===== src/rtl/cpu_types_pkg.sv =====
// Types shared across the CPU memory hierarchy: the RAM status encoding.
package cpu_types_pkg;

    typedef enum logic [1:0] {
        FREE   = 2'd0,
        BUSY   = 2'd1,
        ACCESS = 2'd2,
        ERROR  = 2'd3
    } ramstate_t;

endpackage


===== src/rtl/ram_arbiter_pkg.sv =====
// Arbiter-local types and constants for ram_arbiter.
package ram_arbiter_pkg;

    localparam int          ARB_NREQ   = 4;
    localparam logic [31:0] ARB_POISON = 32'hBAD1_BAD1;

    typedef enum logic [1:0] {
        IDLE  = 2'd0,
        GRANT = 2'd1,
        DONE  = 2'd2
    } arb_state_t;

endpackage


===== src/rtl/ram_arbiter_if.sv =====
// Cache-side and RAM-side signals of the shared RAM port arbiter.
// slave is the arbiter's view; master is the caches/RAM environment's view.
interface ram_arbiter_if
    import cpu_types_pkg::*;
#(
    parameter int NREQ = ram_arbiter_pkg::ARB_NREQ
);
    logic [NREQ-1:0]    req_ren;
    logic [NREQ-1:0]    req_wen;
    logic [NREQ*32-1:0] req_addr;
    logic [NREQ*32-1:0] req_store;
    logic [31:0]        req_load;
    logic [NREQ-1:0]    req_done;
    logic [NREQ-1:0]    req_wait;
    logic               ramREN;
    logic               ramWEN;
    logic [31:0]        ramaddr;
    logic [31:0]        ramstore;
    logic [31:0]        ramload;
    ramstate_t          ramstate;
    logic               arb_err;

    modport slave (
        input  req_ren, req_wen, req_addr, req_store, ramload, ramstate,
        output req_load, req_done, req_wait, ramREN, ramWEN, ramaddr, ramstore, arb_err
    );

    modport master (
        output req_ren, req_wen, req_addr, req_store, ramload, ramstate,
        input  req_load, req_done, req_wait, ramREN, ramWEN, ramaddr, ramstore, arb_err
    );

endinterface


===== src/rtl/ram_arbiter_rr_picker.sv =====
// Combinational round-robin picker: first active index at or after rr_ptr, wrapping.
module ram_arbiter_rr_picker #(
    parameter int NREQ = 4,
    parameter int IW   = (NREQ > 1) ? $clog2(NREQ) : 1
) (
    input  logic [NREQ-1:0] active,
    input  logic [IW-1:0]   rr_ptr,
    output logic            valid,
    output logic [IW-1:0]   idx
);
    int          j;
    logic [IW-1:0] j_idx;

    // NOTE: every output of a combinational block gets a default first, so no path leaves it unassigned (no latch).
    always_comb begin
        valid = 1'b0;
        idx   = '0;
        j     = 0;
        j_idx = '0;
        // Walk from farthest to nearest so the nearest active index wins last.
        for (int k = NREQ - 1; k >= 0; k--) begin
            j = int'(rr_ptr) + k;
            if (j >= NREQ) j = j - NREQ;
            j_idx = IW'(j);
            if (active[j_idx]) begin
                valid = 1'b1;
                idx   = j_idx;
            end
        end
    end

endmodule


===== src/rtl/ram_arbiter.sv =====
// Round-robin arbiter sharing one RAM port between all icache/dcache requesters.
// Optional per-transaction abort timer enabled by defining ARB_TIMEOUT_EN.
module ram_arbiter
    import cpu_types_pkg::*;
    import ram_arbiter_pkg::*;
#(
    parameter int NREQ    = ARB_NREQ,
    parameter int TIMEOUT = 255
) (
    input logic          CLK,
    input logic          nRST,
    ram_arbiter_if.slave bus
);
    localparam int IW = (NREQ > 1) ? $clog2(NREQ) : 1;

    arb_state_t      state;
    logic [IW-1:0]   owner;
    logic [IW-1:0]   rr_ptr;
    logic [IW-1:0]   next_ptr;
    logic [IW-1:0]   pick_idx;
    logic            pick_valid;
    logic            err_q;
    logic [NREQ-1:0] active;
    logic [NREQ-1:0] done_vec;
    logic            owner_active;
    logic            owner_write;
    logic            ram_done;
    logic            timed_out;
    logic            complete;

    assign active       = bus.req_ren | bus.req_wen;
    assign owner_active = active[owner];
    assign owner_write  = bus.req_wen[owner];
    assign ram_done     = (bus.ramstate == ACCESS) || (bus.ramstate == ERROR);
    assign next_ptr     = (owner == IW'(NREQ - 1)) ? '0 : owner + 1'b1;

    ram_arbiter_rr_picker #(
        .NREQ (NREQ),
        .IW   (IW)
    ) u_rr_picker (
        .active (active),
        .rr_ptr (rr_ptr),
        .valid  (pick_valid),
        .idx    (pick_idx)
    );

`ifdef ARB_TIMEOUT_EN
    localparam int TW = ($clog2(TIMEOUT + 1) > 8) ? $clog2(TIMEOUT + 1) : 8;
    logic [TW-1:0] timer;

    // timer holds the number of GRANT cycles already spent on this owner.
    assign timed_out = (state == GRANT) && owner_active && !ram_done
                       && (timer == TW'(TIMEOUT - 1));

    always_ff @(posedge CLK) begin
        if (!nRST)                timer <= '0;
        else if (state != GRANT)  timer <= '0;
        else                      timer <= timer + 1'b1;
    end
`else
    assign timed_out = 1'b0;
`endif

    // An owner that dropped its enables aborts; its late ACCESS is never credited.
    assign complete = (state == GRANT) && owner_active && (ram_done || timed_out);

    always_comb begin
        bus.ramREN   = 1'b0;
        bus.ramWEN   = 1'b0;
        bus.ramaddr  = '0;
        bus.ramstore = '0;
        done_vec     = '0;
        bus.req_load = '0;
        if (state == GRANT) begin
            bus.ramREN   = bus.req_ren[owner] & ~owner_write;
            bus.ramWEN   = owner_write;
            bus.ramaddr  = bus.req_addr[int'(owner)*32 +: 32];
            bus.ramstore = bus.req_store[int'(owner)*32 +: 32];
        end
        if (complete) begin
            done_vec[owner] = 1'b1;
            bus.req_load    = timed_out ? ARB_POISON : bus.ramload;
        end
    end

    assign bus.req_done = done_vec;
    assign bus.req_wait = active & ~done_vec;
    assign bus.arb_err  = err_q;

    // NOTE: sequential state uses non-blocking assignments so every register samples pre-edge values.
    always_ff @(posedge CLK) begin
        if (!nRST) begin
            state  <= IDLE;
            owner  <= '0;
            rr_ptr <= '0;
            err_q  <= 1'b0;
        end else begin
            case (state)
                IDLE: begin
                    if (pick_valid) begin
                        owner <= pick_idx;
                        state <= GRANT;
                    end
                end
                GRANT: begin
                    if (!owner_active) begin
                        state  <= IDLE;
                        rr_ptr <= next_ptr;
                    end else if (complete) begin
                        state  <= DONE;
                        rr_ptr <= next_ptr;
                        if ((bus.ramstate == ERROR) || timed_out) err_q <= 1'b1;
                    end
                end
                DONE:    state <= IDLE;
                default: state <= IDLE;
            endcase
        end
    end

endmodule


===== src/flat_wrapper.sv =====
// flat-port wrapper written by rule: the top's interface ports become plain ports
module ram_arbiter_flat import cpu_types_pkg::*; import ram_arbiter_pkg::*;
#(
    parameter int NREQ    = ARB_NREQ,
    parameter int TIMEOUT = 255
)
  (CLK, nRST, bus_req_ren, bus_req_wen, bus_req_addr, bus_req_store, bus_ramload, bus_ramstate, bus_req_load, bus_req_done, bus_req_wait, bus_ramREN, bus_ramWEN, bus_ramaddr, bus_ramstore, bus_arb_err);
  ram_arbiter_if #(.NREQ(NREQ)) bus_i ();
  input logic CLK;
  input logic nRST;
  input wire logic [$bits(bus_i.req_ren)-1:0] bus_req_ren;
  input wire logic [$bits(bus_i.req_wen)-1:0] bus_req_wen;
  input wire logic [$bits(bus_i.req_addr)-1:0] bus_req_addr;
  input wire logic [$bits(bus_i.req_store)-1:0] bus_req_store;
  input wire logic [$bits(bus_i.ramload)-1:0] bus_ramload;
  input wire logic [$bits(bus_i.ramstate)-1:0] bus_ramstate;
  output wire logic [$bits(bus_i.req_load)-1:0] bus_req_load;
  output wire logic [$bits(bus_i.req_done)-1:0] bus_req_done;
  output wire logic [$bits(bus_i.req_wait)-1:0] bus_req_wait;
  output wire logic [$bits(bus_i.ramREN)-1:0] bus_ramREN;
  output wire logic [$bits(bus_i.ramWEN)-1:0] bus_ramWEN;
  output wire logic [$bits(bus_i.ramaddr)-1:0] bus_ramaddr;
  output wire logic [$bits(bus_i.ramstore)-1:0] bus_ramstore;
  output wire logic [$bits(bus_i.arb_err)-1:0] bus_arb_err;
  assign bus_i.req_ren = bus_req_ren;
  assign bus_i.req_wen = bus_req_wen;
  assign bus_i.req_addr = bus_req_addr;
  assign bus_i.req_store = bus_req_store;
  assign bus_i.ramload = bus_ramload;
  assign bus_i.ramstate = bus_ramstate;
  assign bus_req_load = bus_i.req_load;
  assign bus_req_done = bus_i.req_done;
  assign bus_req_wait = bus_i.req_wait;
  assign bus_ramREN = bus_i.ramREN;
  assign bus_ramWEN = bus_i.ramWEN;
  assign bus_ramaddr = bus_i.ramaddr;
  assign bus_ramstore = bus_i.ramstore;
  assign bus_arb_err = bus_i.arb_err;
  ram_arbiter #(.NREQ(NREQ), .TIMEOUT(TIMEOUT)) u_core (.CLK(CLK), .nRST(nRST), .bus(bus_i));
endmodule

===== config.mk =====
export PLATFORM = sky130hd
export DESIGN_NAME = ram_arbiter_flat
export DESIGN_NICKNAME = d
export VERILOG_FILES = /design/src/rtl/cpu_types_pkg.sv /design/src/rtl/ram_arbiter_pkg.sv /design/src/rtl/ram_arbiter_if.sv /design/src/rtl/ram_arbiter_rr_picker.sv /design/src/rtl/ram_arbiter.sv /design/src/flat_wrapper.sv
export SDC_FILE = /design/constraint.sdc
export NUM_CORES = 1
export LEC_CHECK = 0
export ABC_AREA = 1
export CAP_MARGIN = 40
export CORE_AREA = 2 2 159 161
export CTS_CLUSTER_DIAMETER = 150
export CTS_CLUSTER_SIZE = 16
export DETAILED_ROUTE_END_ITERATION = 10
export DIE_AREA = 0 0 161 163
export SLEW_MARGIN = 10
export SYNTH_ARGS = -nofsm -noshare
export SYNTH_HDL_FRONTEND = slang
export SYNTH_SLANG_ARGS = --single-unit

===== constraint.sdc =====
create_clock -name CLK -period 2.87 [get_ports CLK]
set_clock_uncertainty 0.2 [all_clocks]
set_input_delay 0.4305 -clock CLK [delete_from_list [all_inputs] [get_ports CLK]]
set_output_delay 0.4305 -clock CLK [all_outputs]
set_load 0.005 [all_outputs]

## Yosys cells after proc, flatten, opt, wreduce, memory -nomap -nowiden

Index checks and enable logic that the tools add are counted.

- Add/sub/neg operators: 8
- Order comparisons: 10
- Equal/unequal tests: 7
- Shifts and indexed selects: 2
- Muxes and demuxes: 41
- Bitwise logic cells: 5
- Reduce and logical (&&, ||, !) cells: 9

Operator list:

| cell | number |
|---|---|
| $shiftx 128x8->32 | 2 |
| $mux 32 | 3 |
| $mux 2 | 14 |
| $lt 2x3->1 const B | 5 |
| $bmux 1 s2 | 7 |
| $mux 1 | 14 |
| $ge 3x3->1 const B | 3 |
| $sub 2x1->2 const B | 4 |
| $add 2x2->3 const B | 2 |
| $eq 2x2->1 const B | 3 |
| $reduce_and 2->1 | 3 |
| $and 4x4->4 | 1 |
| $mux 4 | 1 |
| $not 4->4 | 1 |
| $or 4x4->4 | 1 |
| $pmux 2 s2 | 1 |
| $reduce_and 4->1 | 1 |
| $add 2x1->3 const B | 1 |
| $ge 2x3->1 const B | 1 |
| $logic_and 1x1->1 | 3 |
| $ne 3x3->1 const B | 1 |
| $add 2x1->2 const B | 1 |
| $demux 1 s2 | 1 |
| $eq 2x1->1 const B | 1 |
| 7 further kinds | 7 |

- Bits in registers: 7
- Output and inout port bits: 107
- Logic and storage cells: 86

## Logic depth before layout (Yosys ltp)

- Word-level depth: 11
- Mapped depth: 12
- Depth with buffers taken out: 11

## By module

From an unflattened synthesis, not the netlist that was laid out.

- Cells, all modules: 699
- Area, all modules: 3138.0 um^2

Modules (own cells, without submodules):

| module | instances | cells an instance | area each (um^2) | seq. area each (um^2) |
|---|---|---|---|---|
| ram_arbiter | 1 | 653 | 2925.3 | 140.1 |
| ram_arbiter_rr_picker | 1 | 46 | 212.7 | 0.0 |

## Least setup slack after synthesis

No wires, ideal clock.

- Kind: reg2out
- Start: register u_core.owner[0]
- End: output bus_req_wait[2]
- Arrival: 1263 ps
- Data required time: 2240 ps
- Setup slack: 976 ps
- Cell stages (with the launch flop): 10
- Buffers on the path: 2
- Path through: dfxtp_1 > inv_2 > buf_6 > a21oi_1 > o21ai_1 > nand2_2 > nand3_2 > buf_6 > o21ai_1 > inv_1

- Longest elaborated chain between the ends: 7
- Elaborated cells between the ends (all ways): 12
- Those cells by class: 2 x order compare; 5 x mux; 2 x bitwise; 3 x reduce/logical

RTL lines:

| what | RTL line | source |
|---|---|---|
| from (decl) | ram_arbiter.sv:17 | `logic [IW-1:0] owner;` |
| from (signal assigned) | ram_arbiter.sv:101 | `owner <= pick_idx;` |
| $lt 2x3->1 (implied by the code), or another cell as far along | ram_arbiter.sv:81 | `done_vec[owner] = 1'b1;` |
| $logic_and 1x1->1 (implied by the code) / $mux 1 (equally long branches) | ram_arbiter.sv:81, ram_arbiter.sv:32 |  |
| $mux 1 (implied by the code) / $logic_and 1x1->1 (equally long branches) | ram_arbiter.sv:81, ram_arbiter.sv:65 |  |
| $demux 1 s2 / $logic_and 1x1->1 (equally long branches) | -- |  |
| $mux 4 * | ram_arbiter.sv:80 | `if (complete) begin` |
| $not 4->4 * | ram_arbiter.sv:87 | `assign bus.req_wait = active & ~done_vec;` |
| $and 4x4->4 * | ram_arbiter.sv:87 |  |
| to (decl) | flat_wrapper.sv:19 | `output wire logic [$bits(bus_i.req_wait)-1:0] bus_req_wait;` |

Mark *: on every way between the ends. The rest lies on a longest branch, timed or not. The select of a mux whose other input is x is not followed.

## Worst setup path in the final report

- Start: input bus_req_ren[0]
- End: output bus_req_load[29]

- Longest elaborated chain between the ends: 6

RTL lines:

| what | RTL line | source |
|---|---|---|
| from (decl) | flat_wrapper.sv:11 | `input wire logic [$bits(bus_i.req_ren)-1:0] bus_req_ren;` |
| $or 4x4->4 | ram_arbiter.sv:31 | `assign active = bus.req_ren \| bus.req_wen;` |
| $bmux 1 s2 | ram_arbiter.sv:32 | `assign owner_active = active[owner];` |
| $mux 1 (implied by the code) | ram_arbiter.sv:32 |  |
| $logic_and 1x1->1 (2 in series) | ram_arbiter.sv:65 | `assign complete = (state == GRANT) && owner_active && (ram_done \|\| timed_out);` |
| $mux 32 | ram_arbiter.sv:80 |  |
| to (decl) | flat_wrapper.sv:17 | `output wire logic [$bits(bus_i.req_load)-1:0] bus_req_load;` |

Every way passes these cells. The select of a mux whose other input is x is not followed.

==> results <==
## logic make-up (layout without fill, tap and decap cells)
| group | count (synthesis) | after routing | synth area share |
|---|---|---|---|
| AO/OA/AOI/OAI | 215 | 215 | 0.3468 |
| adder cells (fa/ha/maj) | 4 | 4 | 0.01596 |
| buffers and inverters | 109 | 491 | 0.1468 |
| flip-flops | 7 | 7 | 0.04469 |
| AND/OR/NAND/NOR | 361 | 361 | 0.4457 |
## registers in the layout, summed over array words and instances (netlist names)
name                cells
u_core.rr_ptr           2
u_core.owner            2
u_core.state            2
u_core.bus.arb_err      1
## worst max-delay path, delay by kind of cell
kind | cells | cell delay [ps]
buffers and inverters | 3 | 1220
and+or+nand+nor | 4 | 410
AOI/OAI and AO/OA | 2 | 220
## worst paths after layout
kind	start	to	slack (ps)	cells after the start
worst min-delay path	u_core.bus.arb_err	u_core.bus.arb_err	250	2
worst max register to register	u_core.rr_ptr[0]	u_core.owner[0]	1140	10
worst max-delay path	bus_req_ren[0]	bus_req_load[29]	-50	9
worst min register to register	u_core.bus.arb_err	u_core.bus.arb_err	250	2
## power by group through the flow
stage	logic [mW]	clock network, mW	registers, mW
floorplan	0.881	0	0.122
detailed placement	1.94	0	0.138
finish	1.95	0.240	0.137
global placement	1.93	0	0.137
global route	2.15	0.244	0.139
CTS	1.96	0.239	0.137
## cells in the final DEF, fill, tap and decap left out, types with 2 or more instances in the layout
cell             netlist  final
inv_1                 51     50
nand2_1               36     36
clkbuf_16              0      4
buf_4                  0     16
dfxtp_1                7      5
nor2_2                 0      3
nand2_2                2      2
a21oi_1               73     73
nor2_1               308    305
buf_8                  0      2
o22ai_1                3      2
dlymetal6s2s_1         0     19
ha_1                   4      4
o21ai_1                2      3
inv_2                  2      2
nand3_1                9      9
o21ai_0              135    134
buf_12                 0      8
nand3_2                3      2
clkdlybuf4s50_1        0    386
and2_1                 2      2
## per-layer routing
layer  GRT usage  up-vias  wire [um]
met5           0        -          0
met1      0.1714     2559       8515
met4     0.01705        0        185
met2      0.2612      236      10200
met3     0.03158       16       1579
li1            -     2980          -
## area by class of cell
cell class	count	area (um2)
multi-input combinational	580	2556
timing repair buffer	433	4446
tap	330	412.9
sequential	7	145.1
clock buffer	4	78.83
fill	2711	16830
inverter	54	206.4
## repair_timing
item | 4_1_cts | 5_1_grt
resized for setup | 7 | 23
cloned | 0 | 1
pin swaps | 0 | 1
setup endpoints to repair | 39 | 39
buffers inserted | 0 | 4
## per-stage QoR
stage | utilization | setup TNS (ps) | setup slack, ps
2_1_floorplan | - | 0 | 976.2
3_3_place_gp | 0.3092 | -3357 | -109.2
3_5_place_dp | 0.3092 | -4592 | -149.1
4_1_cts | 0.3133 | -278.9 | -27.15
5_1_grt | 0.3180 | -2203 | -139.1
6_report | 0.3180 | -357.4 | -51.65
==> flow_metrics.tcl <==
set metrics [dict create \
    status "finished with violations" \
    violations "setup timing" \
    grt_pass1_wl_um 30300 \
    ctsHoldBuffers 0 \
    worstSetupPathType "in -> out" \
    place_inst 1399 \
    cp.required_ps 2240 \
    wl_um 20490 \
    syn-num-nets 1000 \
    relSlewSlack 0.6656 \
    post-synth-top-count-cell "nor2_1" \
    cts_tree "built" \
    syn_to_final_growth_pct 150.2 \
    synth.avg_cell_area_um2 4.505 \
    endpoint_kind "primary output" \
    fin_crit_sh 1.018 \
    grt_pass1_vias 5573 \
    viasPerCell 4.113 \
    netlist_area_um2 3136 \
    worstPathMaxFanout 19 \
    nNetsFinal 1383 \
    initial_core_util 0.1271 \
    finalSetupViolCount 19 \
    p_sw_frac 0.4290 \
    synth_top_area_share 0.3687 \
    placementRows 58 \
    drt.antenna.violating_nets 0 \
    max_stage_delay_ps 520 \
    die_w_um 161 \
    clock_path_buffers 2 \
    fin_cells 1408 \
    die_h_um 163 \
    critPathMostFrequentCell "clkdlybuf4s50_1" \
    clock-sinks 7 \
    grt_usage 0.1413 \
    seqPwrFrac 0.059 \
    pwr-share-clk 0.103 \
    gp_congestion 0.8417 \
    drive_gt1_frac 0.04174 \
    combinationalPowerShare 0.838 \
    drt_pass1_iterations 6 \
    core_um2 24670 \
    finalPower_mw 2.325 \
    synth_area_leader_cell "nor2_1" \
    setup_ws_ps -51.65 \
    cap_violations 0 \
    cts_buffers 3 \
    synth-seq-cells 7 \
    wl_per_cell_um 14.55 \
    synth_cell_types 22 \
    gr-total-overflow 0 \
    ir_drop_mv 0.3458 \
    synthCells 696 \
    cts_root_buf "clkbuf_16" \
    drcViolationCount 0 \
    synth_seq_area_share 0.04469 \
    internal_power_mw 1.328 \
    via_count 5791 \
    synth_edf_count 0 \
    antenna_found_initial 0 \
    yosys-top-cells-area "nor2_1 (37%), o21ai_0 (22%), a21oi_1 (12%)" \
    final-hold-violation-count 0 \
    fin_area_um2 7845 \
    path_cells "clkdlybuf4s50_1 -> nor2_2 -> a21oi_1 -> o21ai_1 -> nand2_2 -> nand3_4 -> buf_8 -> nor2_1 -> clkdlybuf4s50_1" \
    slew_violations 0 \
    power.density_nw_per_um2 296.4 \
    async_flop_share 0 \
    min_path_type "reg -> reg" \
    period_needed_ps 2922 \
    hold-worst-slack_ps 247.4 \
    dpl_cell_area_um2 7629 \
    clk_latency_ps 230 \
    leakagePower_nw 3.432 \
    worst_pin_slew_ps 499.7 \
    p_switching_uw 997.6 \
    grt_max_degree 73 \
    die_area_um2 26240 \
    port_buffers 406 \
    startpoint_type "primary input" \
    synth_common_cells "nor2_1 (308), o21ai_0 (135), a21oi_1 (73)" \
    hpwl_um 16350 \
    io_pins 407 \
    drt_iter0_drc 365 \
    diodes 0 \
    h-tree-depth 1 \
    rsz0062_at_grt "true" \
    clkTransAtPathRegs_ps 40 \
    ys.flop_type "dfxtp_1" \
    ys.warnings.count 0 \
    fmax_mhz 342.3 \
    slowest_stage "clkdlybuf4s50_1" \
    arrival_ps 2290 \
]
(Power assumes the default switching activity.)
